**config.mk**
```make
export PLATFORM = sky130hd
export DESIGN_NAME = half_add_arbiter
export DESIGN_NICKNAME = d
export VERILOG_FILES = /design/src/rtl/half_pkg.sv /design/src/rtl/half_add.sv /design/src/rtl/rr_arbiter.sv /design/src/rtl/half_add_arbiter.sv
export SDC_FILE = /design/constraint.sdc
export NUM_CORES = 1
export LEC_CHECK = 0
export ABC_AREA = 1
export CAP_MARGIN = 20
export CORE_ASPECT_RATIO = 0.75
export CORE_MARGIN = 3
export CORE_UTILIZATION = 45
export CTS_BUF_LIST = sky130_fd_sc_hd__clkbuf_2 sky130_fd_sc_hd__clkbuf_4 sky130_fd_sc_hd__clkbuf_8
export DETAILED_ROUTE_END_ITERATION = 8
export HOLD_SLACK_MARGIN = 0.03
export PLACE_DENSITY_LB_ADDON = 0.1
export SLEW_MARGIN = 0
export SYNTH_ARGS = -nofsm -noshare
export SYNTH_HDL_FRONTEND = slang
export SYNTH_HIERARCHICAL = 1
export SYNTH_SLANG_ARGS = --single-unit
```
**constraint.sdc**
```tcl
create_clock -name clk -period 33.3 [get_ports clk]
set_input_delay 6.66 -clock clk [delete_from_list [all_inputs] [get_ports clk]]
set_output_delay 6.66 -clock clk [all_outputs]
set_load 0.01 [all_outputs]
```
**src/rtl/half_pkg.sv**
```systemverilog
// Shared fp16 types and constants for the half-precision adder and its request arbiter.
// Pure declarations: no latency, no flow control.
package half_pkg;
    typedef logic [15:0] half_t;

    localparam half_t HALF_ZERO    = 16'h0000;
    localparam half_t HALF_ONE     = 16'h3C00;
    localparam half_t HALF_QNAN    = 16'h7E00;
    localparam int    HALF_ADD_LAT = 1;
endpackage

```
**src/rtl/half_add.sv**
```systemverilog
// fp16 adder, round-to-nearest-even, subnormal aware; result registered (1 cycle).
// No backpressure: the output register only loads when in_valid is high.
module half_add
    import half_pkg::*;
(
    input  logic  clk,
    input  logic  rstn,
    input  logic  in_valid,
    input  half_t a,
    input  half_t b,
    output half_t c
);

    logic        sa, sb, s_big, a_big, sticky, rnd_up;
    logic [4:0]  ea, eb, eae, ebe, e_big, e_sml, ediff, lsh;
    logic [10:0] ma, mb;
    logic [13:0] m_big, m_sml, m_sh, norm;
    logic [14:0] sum;
    logic [5:0]  e_norm, e_fin;
    logic [11:0] mant_r;
    int          msb;
    half_t       c_d, c_q;

    always_comb begin
        sa     = a[15];
        sb     = b[15];
        ea     = a[14:10];
        eb     = b[14:10];
        ma     = {|ea, a[9:0]};
        mb     = {|eb, b[9:0]};
        eae    = (ea == 5'd0) ? 5'd1 : ea;
        ebe    = (eb == 5'd0) ? 5'd1 : eb;
        a_big  = (a[14:0] >= b[14:0]);
        s_big  = a_big ? sa : sb;
        e_big  = a_big ? eae : ebe;
        e_sml  = a_big ? ebe : eae;
        m_big  = a_big ? {ma, 3'b000} : {mb, 3'b000};
        m_sml  = a_big ? {mb, 3'b000} : {ma, 3'b000};
        ediff  = e_big - e_sml;
        m_sh   = '0;
        sticky = 1'b0;
        lsh    = '0;
        norm   = '0;
        e_norm = '0;
        msb    = 0;
        c_d    = HALF_ZERO;

        // Align the smaller operand, folding shifted-out bits into a sticky LSB.
        if (ediff > 5'd13) begin
            sticky = |m_sml;
        end else begin
            m_sh   = m_sml >> ediff;
            sticky = |(m_sml & ~(14'h3FFF << ediff));
        end
        m_sh[0] = m_sh[0] | sticky;

        sum = (sa == sb) ? ({1'b0, m_big} + {1'b0, m_sh}) : ({1'b0, m_big} - {1'b0, m_sh});

        for (int i = 0; i < 14; i++) begin
            if (sum[i]) msb = i;
        end

        if (sum[14]) begin
            norm   = sum[14:1] | {13'd0, sum[0]};
            e_norm = {1'b0, e_big} + 6'd1;
        end else begin
            // Left shift stops at exponent 1 so tiny results fall into the subnormal range.
            lsh    = (5'(13 - msb) < (e_big - 5'd1)) ? 5'(13 - msb) : (e_big - 5'd1);
            norm   = sum[13:0] << lsh;
            e_norm = {1'b0, e_big - lsh};
        end

        rnd_up = norm[2] & (norm[1] | norm[0] | norm[3]);
        mant_r = {1'b0, norm[13:3]} + {11'd0, rnd_up};
        e_fin  = e_norm;
        if (mant_r[11]) begin
            mant_r = mant_r >> 1;
            e_fin  = e_norm + 6'd1;
        end

        if (ea == 5'h1F || eb == 5'h1F) begin
            if ((ea == 5'h1F && a[9:0] != 10'd0) || (eb == 5'h1F && b[9:0] != 10'd0) ||
                (ea == 5'h1F && eb == 5'h1F && sa != sb))
                c_d = HALF_QNAN;
            else
                c_d = (ea == 5'h1F) ? a : b;
        end else if (sum == 15'd0) begin
            c_d = {sa & sb, 15'd0};
        end else if (e_fin >= 6'd31) begin
            c_d = {s_big, 5'h1F, 10'd0};
        end else begin
            c_d = {s_big, (mant_r[10] ? e_fin[4:0] : 5'd0), mant_r[9:0]};
        end
    end

    always_ff @(posedge clk) begin
        if (!rstn)
            c_q <= HALF_ZERO;
        else if (in_valid)
            c_q <= c_d;
    end

    assign c = c_q;

endmodule

```
**src/rtl/rr_arbiter.sv**
```systemverilog
// Round-robin arbiter: combinational one-hot grant from req, pointer advances past the winner.
// No backpressure of its own; adv low freezes the pointer.
module rr_arbiter #(
    parameter int N     = 4,
    parameter int IDX_W = $clog2(N)
) (
    input  logic             clk,
    input  logic             rst,
    input  logic [N-1:0]     req,
    input  logic             adv,
    output logic [N-1:0]     gnt,
    output logic [IDX_W-1:0] gnt_idx
);

    localparam int CW = IDX_W + 1;

    logic [IDX_W-1:0] ptr_q, ptr_d;
    logic [CW-1:0]    cand_sum;
    logic [IDX_W-1:0] cand;

    always_comb begin
        gnt      = '0;
        gnt_idx  = '0;
        ptr_d    = ptr_q;
        cand_sum = '0;
        cand     = '0;
        // Walk from farthest to nearest so the last hit is the first requester after ptr.
        for (int off = N - 1; off >= 0; off--) begin
            cand_sum = {1'b0, ptr_q} + CW'(off);
            if (cand_sum >= CW'(N))
                cand_sum = cand_sum - CW'(N);
            cand = cand_sum[IDX_W-1:0];
            if (req[cand]) begin
                gnt       = '0;
                gnt[cand] = 1'b1;
                gnt_idx   = cand;
            end
        end
        if (adv && |gnt)
            ptr_d = (gnt_idx == IDX_W'(N - 1)) ? '0 : gnt_idx + 1'b1;
    end

    always_ff @(posedge clk) begin
        if (rst)
            ptr_q <= '0;
        else
            ptr_q <= ptr_d;
    end

endmodule

```
**src/rtl/half_add_arbiter.sv**
```systemverilog
// Shares one fp16 adder among NUM_REQ requesters; grant to resp_valid is ADD_LAT+1 cycles.
// A requester holds one op at a time; its slot stays busy until resp_ready drains its buffer.
module half_add_arbiter
    import half_pkg::*;
#(
    parameter int NUM_REQ = 4,
    parameter int ADD_LAT = HALF_ADD_LAT,
    parameter int IDX_W   = $clog2(NUM_REQ)
) (
    input  logic                  clk,
    input  logic                  rst,
    input  logic [NUM_REQ-1:0]    req_valid,
    output logic [NUM_REQ-1:0]    req_ready,
    input  logic [NUM_REQ*16-1:0] req_a,
    input  logic [NUM_REQ*16-1:0] req_b,
    output logic [NUM_REQ-1:0]    resp_valid,
    input  logic [NUM_REQ-1:0]    resp_ready,
    output logic [NUM_REQ*16-1:0] resp_c,
    output logic [IDX_W:0]        inflight,
    output logic [IDX_W-1:0]      grant_idx
);

    logic [NUM_REQ-1:0] busy_q, busy_d, elig, consume;
    logic [NUM_REQ-1:0] resp_valid_q, resp_valid_d;
    half_t              resp_c_q [NUM_REQ];
    half_t              resp_c_d [NUM_REQ];
    half_t              in_a     [NUM_REQ];
    half_t              in_b     [NUM_REQ];
    logic               tag_vld_q [ADD_LAT];
    logic               tag_vld_d [ADD_LAT];
    logic [IDX_W-1:0]   tag_idx_q [ADD_LAT];
    logic [IDX_W-1:0]   tag_idx_d [ADD_LAT];
    logic [IDX_W:0]     inflight_q, inflight_d;
    logic               issue;
    half_t              op_a, op_b, core_c;

    for (genvar g = 0; g < NUM_REQ; g++) begin : g_pack
        assign in_a[g]            = req_a[16*g +: 16];
        assign in_b[g]            = req_b[16*g +: 16];
        assign resp_c[16*g +: 16] = resp_c_q[g];
    end

    // Slots freed this cycle are still marked busy, keeping resp_ready off the req_ready path.
    assign consume = resp_valid_q & resp_ready;
    assign elig    = req_valid & ~busy_q & {NUM_REQ{~rst}};
    assign issue   = |req_ready;

    rr_arbiter #(.N(NUM_REQ), .IDX_W(IDX_W)) u_arb (
        .clk     (clk),
        .rst     (rst),
        .req     (elig),
        .adv     (issue),
        .gnt     (req_ready),
        .gnt_idx (grant_idx)
    );

    always_comb begin
        op_a = HALF_ZERO;
        op_b = HALF_ZERO;
        for (int i = 0; i < NUM_REQ; i++) begin
            if (issue && grant_idx == IDX_W'(i)) begin
                op_a = in_a[i];
                op_b = in_b[i];
            end
        end
    end

    // ADD_LAT must equal the core's fixed latency so tags line up with results.
    half_add u_core (
        .clk      (clk),
        .rstn     (~rst),
        .in_valid (issue),
        .a        (op_a),
        .b        (op_b),
        .c        (core_c)
    );

    always_comb begin
        tag_vld_d[0] = issue;
        tag_idx_d[0] = grant_idx;
        for (int s = 1; s < ADD_LAT; s++) begin
            tag_vld_d[s] = tag_vld_q[s-1];
            tag_idx_d[s] = tag_idx_q[s-1];
        end
    end

    always_comb begin
        busy_d       = (busy_q & ~consume) | req_ready;
        resp_valid_d = resp_valid_q & ~consume;
        resp_c_d     = resp_c_q;
        for (int i = 0; i < NUM_REQ; i++) begin
            if (tag_vld_q[ADD_LAT-1] && tag_idx_q[ADD_LAT-1] == IDX_W'(i)) begin
                resp_valid_d[i] = 1'b1;
                resp_c_d[i]     = core_c;
            end
        end
        inflight_d = '0;
        for (int i = 0; i < NUM_REQ; i++)
            inflight_d = inflight_d + {IDX_W'(0), busy_d[i]};
    end

    always_ff @(posedge clk) begin
        if (rst) begin
            busy_q       <= '0;
            resp_valid_q <= '0;
            inflight_q   <= '0;
            for (int i = 0; i < NUM_REQ; i++)
                resp_c_q[i] <= HALF_ZERO;
            for (int s = 0; s < ADD_LAT; s++) begin
                tag_vld_q[s] <= 1'b0;
                tag_idx_q[s] <= '0;
            end
        end else begin
            busy_q       <= busy_d;
            resp_valid_q <= resp_valid_d;
            inflight_q   <= inflight_d;
            resp_c_q     <= resp_c_d;
            for (int s = 0; s < ADD_LAT; s++) begin
                tag_vld_q[s] <= tag_vld_d[s];
                tag_idx_q[s] <= tag_idx_d[s];
            end
        end
    end

    assign resp_valid = resp_valid_q;
    assign inflight   = inflight_q;

endmodule

```
==> metrics.md <==
| Metric | Value |
|---|---|
| Post-synth EDFFs | `0` |
| Number of global-route vias before repair | `roughly 10000` |
| Wire per inst | `about 18 um` |
| CP startpoint kind | `input pin` |
| FF/Latch Area | `about 0.0019 mm^2` |
| Avg Cell Area, Syn | `6.20 um^2` |
| Clock Path Buffers | `2` |
| Outcome | `finished, final reports clean` |
| Data arrival time of the critical path | `23.50 ns` |
| Die area | `between 0.02 and 0.025 mm^2` |
| Setup slack, reg-to-reg | `approximately 17 ns` |
| Nature of the critical path endpoint | `flop` |
| Final setup viols | `0` |
| WS Path Type | `in -> reg` |
| Minimum clock period | `23.26 ns` |
| Slowest CP cell | `clkdlybuf4s50_1` |
| Syn Nets | `1830` |
| Worst reg2reg path depth | `86` |
| Port Buf Inserts | `214` |
| Synth Cell Area | `between 0.01 and 0.015 mm^2` |
| Setup TNS | `0 ns` |
| CTS root buffer | `clkbuf_8` |
| Fill count | `2139` |
| Via/cell ratio | `5.65` |
| Reg clk slew, reported paths | `0.09 ns` |
| Worst R2R Start | `u_arb/ptr_q[0]` |
| Global-route congestion overflow total | `0` |
| Final Hold Vio Count | `0` |
| Iter 0 DRT Violations | `1320` |
| Clock latency on the worst-skew pair | `0.36 ns` |
| Initial core utilization | `0.468` |
| # DRC | `0` |
| Inserted Diodes | `0` |
| Die height | `136 um` |
| Synth area leaders | `dfxtp_1, nand3_1, nand2_1` |
| Reg2Reg Capture Point | `u_core/c[5]` |
| Final max-slew violation count | `0` |
| CP required | `33.54 ns` |
| Ys async rst share | `0` |
| Crit path max-delay family | `simple AND/OR/NAND/NOR gates` |
| Top achievable clock speed | `~43 MHz` |
| Tcrit/Tclk final | `0.698` |
| Depth of the worst hold-timing path | `2` |
| DR vias | `11800` |
| Initial antenna violation count | `0` |
| Post-CTS Setup Inserts | `0` |
| Area fraction of the dominant cell type after synthesis | `0.190` |
| Unrepaired setup endpoints after global routing | `no` |
| RD Place Congestion | `~1` |
| Nets | `~2000` |
| Critical path fanouts, max | `40` |
| Hold wc startpoint | `resp_c[56]` |
| Inserted Clock Buffers | `9` |
| Multi-input gate area | `0.00713 mm^2` |
| Chip Width | `179 um` |
| Max incr delay on CP | `between 0.9 and 1 ns` |
| Largest area contributor in the netlist | `dfxtp_1` |
| Final Skew | `0.0109 ns` |
| Synth warn | `6` |
| Core Area | `0.0216 mm^2` |
| CTS Hold Bufs | `0` |
| Crit path buffers/inverters | `17` |
| Post-Syn Instances | `1633` |
| Clk sinks | `96` |
| Pin count of the biggest net entering global routing | `131` |
| Least-Margin Pin Slew | `1.07 ns` |
| Min-delay worst type | `reg -> reg` |
| Distinct cells, synth | `62` |
| Post_cts resized | `0` |
| WL final | `37.7 mm` |
| Tot GR Track Use | `0.292` |
| Flops & latches, synth | `96` |
| Area growth syn-to-layout | `23.5%` |
| DPL Wire Length | `between 20 and 30 mm` |
| Row count | `46` |
| H-tree levels | `3` |
| Hold endpoint | `resp_c[56]` |
| Sequential cell area fraction in the yosys report | `0.190` |
| First-pass DRT Iterations | `6` |
| Layout cells sized above 1 | `0.0944` |
| ANT nets after route | `0` |
| Max-cap check violation count | `0` |
| Synth Flop Type | `dfxtp_1` |
| First-pass GRT wire length | `between 50 and 60 mm` |
| Relative slew slack | `0.288` |
| CP dominant cell by count | `nand2_1` |
| IO Count | `215` |
| CTS tree | `yes` |
[cell type report]
class / instances / share of cell area
timing repair buffer: 220 / 0.176
clock inverter: 6 / 0.00550
multi-input combinational: 1288 / 0.570
tap: 288 / 0.0288
sequential: 96 / 0.154
inverter: 180 / 0.0546
clock buffer: 10 / 0.0110
[logic make-up after synthesis]
kind of cell,after synthesis,synth area share
adder cells (fa/ha/maj),59,0.0751
XOR/XNOR,40,0.0361
AO/OA/AOI/OAI,245,0.136
other,1,0.000370
flip-flops,96,0.190
AND/OR/NAND/NOR,942,0.454
buffers and inverters,249,0.107
multiplexers,1,0.000989
[sequential cells by signal (all words and copies together), names as in the netlist]
| name | cells |
|---|---|
| inflight | 3 |
| tag_vld_q | 1 |
| resp_valid | 4 |
| u_core/c | 16 |
| resp_c | 64 |
| u_arb/ptr_q | 2 |
| tag_idx_q | 2 |
| busy_q | 4 |
[worst max path at each step]
stage | slack (ns) | cells after the start | endpoint | start
floorplan | 13.87 | 91 | u_core/c[2] | rst
global placement | 10.27 | 91 | u_core/c[1] | rst
detailed placement | 9.73 | 94 | u_core/c[5] | rst
CTS | 10.04 | 94 | u_core/c[5] | rst
global route | 8.16 | 86 | u_core/c[7] | rst
finish | 10.04 | 89 | u_core/c[7] | rst
[worst min-delay path, delay by kind of cell, from the launching register on]
family                 cells  cell delay, ns
AOI/OAI and AO/OA          1            0.05
buffers and inverters      1            0.05
DFF                        1            0.32
[synth_stat cells, drive strengths merged (2+ instances only)]
cell type / number
xor2: 28
dfxtp: 96
nor3: 10
fa: 3
ha: 56
o21bai: 5
nand3: 311
nor3b: 2
xnor2: 12
nand3b: 6
a31oi: 4
a21oi: 78
nor2: 199
buf: 46
inv: 179
o31ai: 3
nand4: 54
nand2: 344
and2: 2
a311oi: 2
o211ai: 8
a211oi: 2
clkbuf: 22
o21ai: 133
nor4: 4
or2: 8
o22ai: 4
[placed cells by master, fill, tap and decap left out, types with 24 or more instances in the layout]
master | Yosys | final
nand2_1 | 292 | 291
clkdlybuf4s50_1 | 0 | 214
nand3_2 | 24 | 24
ha_1 | 56 | 56
dfxtp_1 | 96 | 96
nand2_2 | 42 | 42
a21oi_1 | 75 | 75
nor2_1 | 175 | 174
nand3_1 | 285 | 285
nand4_1 | 53 | 53
xor2_1 | 26 | 26
inv_1 | 159 | 158
o21ai_0 | 118 | 118
[per-stage QoR]
| stage | worst slack, ns | hold slack, ns | utilization | instances | area (um^2) |
|---|---|---|---|---|---|
| 3_5_place_dp | 9.73 | 0.437 | 0.567 | 2071 | 12300 |
| 2_1_floorplan | 13.87 | 0.455 | - | 1633 | 10100 |
| 4_1_cts | 10.04 | 0.451 | 0.577 | 2087 | 12500 |
| 3_3_place_gp | 10.27 | 0.435 | 0.567 | 2071 | 12300 |
| 6_report | 10.04 | 0.451 | 0.578 | 2088 | 12500 |
| 5_1_grt | 8.16 | 0.472 | 0.578 | 2088 | 12500 |
[per-layer routing]
metal  vias up  wire length [um]  GRT usage  part of all wire
li1       5788                 -          -                 -
met1      5446             17900      0.449              0.47
met2       545             15700      0.429              0.42
met3        28              3670     0.0561             0.097
met4         0               439     0.0421             0.012
met5         -                 0          0                 0
Power is not shown: default switching activity piles up to over one toggle a cycle in this logic, so the estimate is an artifact.
